<file path="src/rtl/inv_lift_53_pkg.sv">
// Shared types for the inverse 5/3 lifting stage.
// Define INV_LIFT_SAT_EN to saturate out_data; otherwise it wraps to W bits.
package inv_lift_pkg;

  localparam int unsigned W     = 8;
  localparam int unsigned GUARD = 2;
  localparam int unsigned IW    = W + GUARD;

  typedef logic signed [W-1:0]  sample_t;
  typedef logic signed [IW-1:0] wide_t;

  typedef enum logic [1:0] {StWait, StOdd, StEven, StTail} state_e;

`ifdef INV_LIFT_SAT_EN
  localparam wide_t SatHi = wide_t'((1 << (W - 1)) - 1);
  localparam wide_t SatLo = wide_t'(-(1 << (W - 1)));
`endif

  // Narrow an internal W+2 bit value to the output sample width.
  function automatic sample_t reduce(wide_t v);
    sample_t r;
`ifdef INV_LIFT_SAT_EN
    if (v > SatHi) begin
      r = sample_t'(SatHi);
    end else if (v < SatLo) begin
      r = sample_t'(SatLo);
    end else begin
      r = sample_t'(v);
    end
`else
    r = sample_t'(v);
`endif
    return r;
  endfunction

endpackage

</file>
<file path="src/rtl/inv_lift_53_if.sv">
// Coefficient-pair input stream and reconstructed-sample output stream.
interface inv_lift_53_if;
  import inv_lift_pkg::*;

  sample_t in_s;
  sample_t in_d;
  logic    in_last;
  logic    in_valid;
  logic    in_ready;
  sample_t out_data;
  logic    out_last;
  logic    out_valid;
  logic    out_ready;

  modport master (
    output in_s, in_d, in_last, in_valid, out_ready,
    input  in_ready, out_data, out_last, out_valid
  );

  modport slave (
    input  in_s, in_d, in_last, in_valid, out_ready,
    output in_ready, out_data, out_last, out_valid
  );

endinterface

</file>
<file path="src/rtl/inv_lift_53_lift_step.sv">
// Combinational 5/3 inverse lifting: even update and odd predict at W+2 bits.
module lift_step
  import inv_lift_pkg::*;
(
  input  sample_t s,
  input  sample_t d,
  input  logic    first,
  input  wide_t   d_prev,
  input  wide_t   e_prev,
  output wide_t   e_cur,
  output wide_t   x_odd,
  output wide_t   x_tail
);

  wide_t s_w;
  wide_t d_w;
  wide_t d_left;
  wide_t upd;

  always_comb begin
    s_w    = wide_t'(s);
    d_w    = wide_t'(d);
    // Frame start mirrors d[-1] onto d[0].
    d_left = first ? d_w : d_prev;
    upd    = (d_left + d_w + wide_t'(2)) >>> 2;
    e_cur  = s_w - upd;
    x_odd  = d_prev + ((e_prev + e_cur) >>> 1);
    x_tail = d_prev + e_prev;
  end

endmodule

</file>
<file path="src/rtl/inv_lift_53.sv">
// Inverse 5/3 lifting IDWT: one (s,d) pair in, two natural-order samples out.
// Output reduction is saturating when INV_LIFT_SAT_EN is defined, wrapping otherwise.
module inv_lift_53
  import inv_lift_pkg::*;
(
  input logic           clk,
  input logic           rst,
  inv_lift_53_if.slave  bus
);

  state_e  state_q, state_d;
  wide_t   d_prev_q, e_prev_q;
  logic    first_q, last_q;
  sample_t out_data_q;
  logic    out_last_q, out_valid_q;

  logic    ready;
  logic    accept;
  wide_t   e_cur, x_odd, x_tail;

  lift_step u_lift_step (
    .s      (bus.in_s),
    .d      (bus.in_d),
    .first  (first_q),
    .d_prev (d_prev_q),
    .e_prev (e_prev_q),
    .e_cur  (e_cur),
    .x_odd  (x_odd),
    .x_tail (x_tail)
  );

  always_ff @(posedge clk or negedge rst) begin
    if (!rst) begin
      state_q <= StWait;
    end else begin
      state_q <= state_d;
    end
  end

  always_comb begin
    state_d = state_q;
    unique case (state_q)
      StWait: if (accept) state_d = first_q ? StEven : StOdd;
      StOdd:  if (bus.out_ready) state_d = StEven;
      StEven: begin
        if (bus.out_ready) begin
          if (last_q)      state_d = StTail;
          else if (accept) state_d = StOdd;
          else             state_d = StWait;
        end
      end
      StTail: if (bus.out_ready) state_d = StWait;
      default: state_d = StWait;
    endcase
  end

  // Gating with rst keeps in_ready low while reset is held.
  always_comb begin
    ready = 1'b0;
    unique case (state_q)
      StWait:  ready = 1'b1;
      StEven:  ready = bus.out_ready & ~last_q;
      default: ready = 1'b0;
    endcase
    ready  = ready & rst;
    accept = ready & bus.in_valid;
  end

  always_ff @(posedge clk or negedge rst) begin
    if (!rst) begin
      d_prev_q    <= '0;
      e_prev_q    <= '0;
      first_q     <= 1'b1;
      last_q      <= 1'b0;
      out_data_q  <= '0;
      out_last_q  <= 1'b0;
      out_valid_q <= 1'b0;
    end else if (accept) begin
      // e[k] is kept in e_prev for the EVEN beat that follows ODD.
      d_prev_q    <= wide_t'(bus.in_d);
      e_prev_q    <= e_cur;
      last_q      <= bus.in_last;
      first_q     <= 1'b0;
      out_data_q  <= first_q ? reduce(e_cur) : reduce(x_odd);
      out_last_q  <= 1'b0;
      out_valid_q <= 1'b1;
    end else if (bus.out_ready) begin
      unique case (state_q)
        StOdd: out_data_q <= reduce(e_prev_q);
        StEven: begin
          if (last_q) begin
            out_data_q <= reduce(x_tail);
            out_last_q <= 1'b1;
          end else begin
            out_valid_q <= 1'b0;
          end
        end
        StTail: begin
          out_valid_q <= 1'b0;
          out_last_q  <= 1'b0;
          first_q     <= 1'b1;
        end
        default: ;
      endcase
    end
  end

  assign bus.in_ready  = ready;
  assign bus.out_data  = out_data_q;
  assign bus.out_last  = out_last_q;
  assign bus.out_valid = out_valid_q;

endmodule

</file>
<file path="src/flat_wrapper.sv">
// flat-port wrapper written by rule: the top's interface ports become plain ports
module inv_lift_53_flat import inv_lift_pkg::*;
  (clk, rst, bus_in_s, bus_in_d, bus_in_last, bus_in_valid, bus_out_ready, bus_in_ready, bus_out_data, bus_out_last, bus_out_valid);
  inv_lift_53_if bus_i ();
  input logic clk;
  input logic rst;
  input wire logic [$bits(bus_i.in_s)-1:0] bus_in_s;
  input wire logic [$bits(bus_i.in_d)-1:0] bus_in_d;
  input wire logic [$bits(bus_i.in_last)-1:0] bus_in_last;
  input wire logic [$bits(bus_i.in_valid)-1:0] bus_in_valid;
  input wire logic [$bits(bus_i.out_ready)-1:0] bus_out_ready;
  output wire logic [$bits(bus_i.in_ready)-1:0] bus_in_ready;
  output wire logic [$bits(bus_i.out_data)-1:0] bus_out_data;
  output wire logic [$bits(bus_i.out_last)-1:0] bus_out_last;
  output wire logic [$bits(bus_i.out_valid)-1:0] bus_out_valid;
  assign bus_i.in_s = bus_in_s;
  assign bus_i.in_d = bus_in_d;
  assign bus_i.in_last = bus_in_last;
  assign bus_i.in_valid = bus_in_valid;
  assign bus_i.out_ready = bus_out_ready;
  assign bus_in_ready = bus_i.in_ready;
  assign bus_out_data = bus_i.out_data;
  assign bus_out_last = bus_i.out_last;
  assign bus_out_valid = bus_i.out_valid;
  inv_lift_53 u_core (.clk(clk), .rst(rst), .bus(bus_i));
endmodule
</file>
<file path="config.mk">
export PLATFORM = sky130hd
export DESIGN_NAME = inv_lift_53_flat
export DESIGN_NICKNAME = d
export VERILOG_FILES = /design/src/rtl/inv_lift_53_pkg.sv /design/src/rtl/inv_lift_53_if.sv /design/src/rtl/inv_lift_53_lift_step.sv /design/src/rtl/inv_lift_53.sv /design/src/flat_wrapper.sv
export SDC_FILE = /design/constraint.sdc
export NUM_CORES = 1
export LEC_CHECK = 0
export CAP_MARGIN = 20
export CORE_AREA = 2 2 73 102
export DETAILED_ROUTE_END_ITERATION = 8
export DIE_AREA = 0 0 75 104
export PLACE_DENSITY = 0.7
export SETUP_SLACK_MARGIN = 0.5
export SYNTH_ARGS = -nofsm -noshare
export SYNTH_HDL_FRONTEND = slang
export SYNTH_SLANG_ARGS = --single-unit
export TNS_END_PERCENT = 30
</file>
<file path="constraint.sdc">
create_clock -name clk -period 5.6 [get_ports clk]
set_input_delay 1.12 -clock clk [delete_from_list [all_inputs] [get_ports clk]]
set_output_delay 1.12 -clock clk [all_outputs]
set_load 0.005 [all_outputs]
</file>
==> results of run 1 <==
-- layout make-up --
class                           count  area share
Sequential cell                    31       0.165
Inverter                           27      0.0215
Clock buffer                        8      0.0212
Timing Repair Buffer              110       0.199
Tap cell                           95      0.0252
Multi-Input combinational cell    309       0.568
-- stage by stage --
step                worst slack [ns]  hold WS (ns)  TNS (ns)  utilization  area (sq um)
floorplan                     -0.166         0.469    -0.166            -          3260
global placement              -0.893         0.461     -1.81        0.587          4040
detailed placement             -1.03         0.463     -2.43        0.587          4040
CTS                           -0.288         0.481    -0.288        0.639          4400
global route                  -0.497         0.527    -0.643        0.684          4710
finish                        -0.325         0.475    -0.325        0.684          4710
-- critical path: stages --
cell and delay, ns:
buf_8 0.10, mux2_4 0.26, ha_4 0.26, fa_2 0.41, buf_6 0.14, xor2_4 0.17
inv_1 0.06, ha_1 0.30, nor2b_4 0.13, o21ai_2 0.22, nor2b_4 0.21, xnor2_2 0.13
ha_1 0.26, o21ai_1 0.11, nand2b_1 0.15, a31oi_4 0.19, nor2b_4 0.18, xnor2_2 0.09
ha_2 0.19, or4_4 0.48, o22ai_2 0.16, xnor2_1 0.15, xnor2_1 0.11, buf_4 0.15
buf_6 0.10, a32oi_1 0.19, nand3_1 0.09
-- repair_timing --
| action | in CTS | in global routing |
|---|---|---|
| pin swaps | 50 | 60 |
| hold endpoints to repair | 0 | 0 |
| resized for setup | 46 | 40 |
| hold buffers | 0 | 0 |
| setup endpoints to repair | 6 | 5 |
| setup buffers | 9 | 13 |
-- cells in the mapped netlist (2+ instances only) --
cell type  instances  area share
clkbuf_1           7      0.0082
nand2b_1           8       0.016
ha_1              49        0.19
nand3b_1           2      0.0047
xnor2_1           20       0.054
buf_6              4       0.014
or3_1              2      0.0039
o211ai_1           8       0.019
o21a_1             4      0.0093
o22ai_1            5      0.0097
xor2_1             7       0.019
a211oi_1           7       0.016
a21o_1             5       0.012
inv_1             27       0.032
o21ai_1           24       0.037
or4_1              3      0.0070
a21oi_1           17       0.026
mux2_2             5       0.018
o21bai_1           3      0.0070
nor2b_1            6       0.012
o221ai_1           2      0.0054
nor3_1             6      0.0093
a32oi_1            2      0.0054
o21ai_0           11       0.017
and2_1             2      0.0039
and3_1             2      0.0039
nor2_1            22       0.026
dfrtp_1           30        0.23
nand3_1            3      0.0047
nand2_1           54       0.063
mux2i_1            8       0.025
fa_1               5       0.031
a31oi_1            2      0.0039
-- metal layers --
| metal | vias up | global-route usage |
|---|---|---|
| met1 | 1551 | 0.252 |
| met3 | 30 | 0.0291 |
| met5 | - | 0 |
| met2 | 75 | 0.432 |
| li1 | 1539 | - |
| met4 | 0 | 0.0957 |
-- sequential cells by signal (all words and copies together) (netlist names) --
name,flops
u_core.bus.out_data,8
u_core.bus.out_last,1
u_core.state_q,2
u_core.last_q,1
u_core.bus.out_valid,1
u_core.first_q,1
u_core.e_prev_q,9
u_core.d_prev_q,8
-- worst max path at each step --
| stage | startpoint | endpoint | slack [ns] | depth (start not counted) |
|---|---|---|---|---|
| global route | bus_in_d[2] | u_core.bus.out_data[7] | -0.50 | 27 |
| finish | bus_in_d[2] | u_core.bus.out_data[7] | -0.32 | 27 |
| global placement | bus_in_d[2] | u_core.bus.out_data[7] | -0.89 | 23 |
| detailed placement | bus_in_d[2] | u_core.bus.out_data[7] | -1.03 | 25 |
| CTS | bus_in_d[1] | u_core.bus.out_data[7] | -0.29 | 27 |
| floorplan | bus_in_d[2] | u_core.bus.out_data[7] | -0.17 | 23 |
-- kinds of logic after synthesis --
family / share of synthesized area
simple gates: 0.166
compound gates: 0.196
fa+ha+maj: 0.222
buf+inv: 0.0552
flops: 0.242
xor+xnor: 0.0735
mux: 0.0459
==> results.json, run 1 <==
{
  "outcome": "complete, but fails checks",
  "violations": "setup timing",
  "fmax_mhz": 169,
  "cp-start-kind": "input port",
  "met3WireLength_microns": 303,
  "dp_hpwl_microns": 6350,
  "numCtsBuffers": 5,
  "nets": 559,
  "core_sq_mm": 0.00689,
  "syn_area_per_cell_sq_um": 8.49,
  "grt_max_degree": 40,
  "via_count": 3195,
  "fin_crit_sh": 1.06,
  "hold_viol_final": 0,
  "end_kind": "flop",
  "synth_top_flop_cell": "dfrtp_1",
  "tightestPinTransition_ns": 0.843,
  "clockBufferDepth": 2,
  "die_area_sq_mm": 0.00780,
  "seq_area_sq_um": 777,
  "rsz0062_at_grt": "true",
  "layoutNonFillerInstCount": 580,
  "crit_arrival_ns": 6.11,
  "cts_root_buf": "clkbuf_8",
  "synth_cells": 379,
  "n_antenna_cell": 0,
  "synth_edf_count": 0,
  "fp.dieW_microns": 75,
  "wirelength_met1_microns": 3680,
  "grtUsageTotal": 0.233,
  "gp_congestion": 0.802,
  "fill_cells": 521,
  "cp_data_required_time_ns": 5.79,
  "drive_gt1_frac": 0.328,
  "grt_pass1_vias": 3221,
  "clk_pin_slew_worst_paths_ns": 0.07,
  "core.rowCount": 36,
  "route.detailed.drc": 0,
  "drtIter0Drc": 127,
  "timing.rr.start": "u_core.first_q",
  "grt_overflow_total": 0,
  "fin_ws_ns": -0.325,
  "setup_viol": 1,
  "hold_path_depth": 2,
  "path_max_fanout": 3,
  "clock-sinks": 31,
  "ios": 32,
  "top_layer_used": "met4",
  "synth_area_sq_mm": 0.00322,
  "period_needed_ns": 5.92,
  "multi_input_area_sq_mm": 0.00268,
  "synthesis.nets": 454,
  "ys_seq_area_frac": 0.242,
  "maxCapViolations": 0,
  "area_growth_pct": 46.6,
  "slew_violations": 0,
  "die_h_microns": 104,
  "antenna_found_initial": 0,
  "clk_latency_ns": 0.30,
  "min_path_type": "reg2reg",
  "holdCritStartpoint": "u_core.bus.out_valid",
  "h-tree-depth": 2,
  "wl_per_cell_microns": 16.4,
  "wl_microns": 9520,
  "ys_ff_latch": 31,
  "ant_nets": 0,
  "final_common_cell": "buf_4",
  "rrSetupSlack_ns": -0.20,
  "synth-warning-count": 0,
  "dp.cells": 550,
  "drt_pass1_iterations": 6,
  "worstSetupPathType": "in2reg",
  "async_reset_ff_frac": 1.00,
  "via_per_inst": 5.51,
  "cts_tree": "built",
  "grt_pass1_wl_microns": 14200,
  "yosysUniqueCellTypes": 50,
  "holdPathEnd": "u_core.bus.out_valid",
  "finalClockSkew_ns": 0.00298,
  "start_util": 0.467,
  "wl_met2_microns": 5210,
  "r2r_end": "u_core.bus.out_data[7]",
  "ff2ff_path_depth": 26,
  "port_buffers": 31,
  "max_slew_margin": 0.438,
  "final_cell_mix": "buf_4, nand2_1, ha_1"
}
Power of run 1 is not shown: default switching activity piles up to over one toggle a cycle in this logic, so the estimate is an artifact.
==> inputs of run 2 (changes only) <==
--- a/config.mk
+++ b/config.mk
@@ -9,6 +9,7 @@
 export CORE_AREA = 2 2 73 102
 export DETAILED_ROUTE_END_ITERATION = 8
 export DIE_AREA = 0 0 75 104
+export HOLD_SLACK_MARGIN = 0.12
 export PLACE_DENSITY = 0.7
 export SETUP_SLACK_MARGIN = 0.5
 export SYNTH_ARGS = -nofsm -noshare
==> results of run 2 <==
The final DEF is identical to that of run 1; final timing and power are the same.
Power of run 2 is left out for the same reason.
==> inputs of run 3 (changes only) <==
--- a/config.mk
+++ b/config.mk
@@ -7,6 +7,7 @@
 export LEC_CHECK = 0
 export CAP_MARGIN = 20
 export CORE_AREA = 2 2 73 102
+export CTS_CLUSTER_SIZE = 30
 export DETAILED_ROUTE_END_ITERATION = 8
 export DIE_AREA = 0 0 75 104
 export HOLD_SLACK_MARGIN = 0.12
==> results of run 3 <==
The final DEF is identical to that of run 1; final timing and power are the same.
Power of run 3 is left out for the same reason.
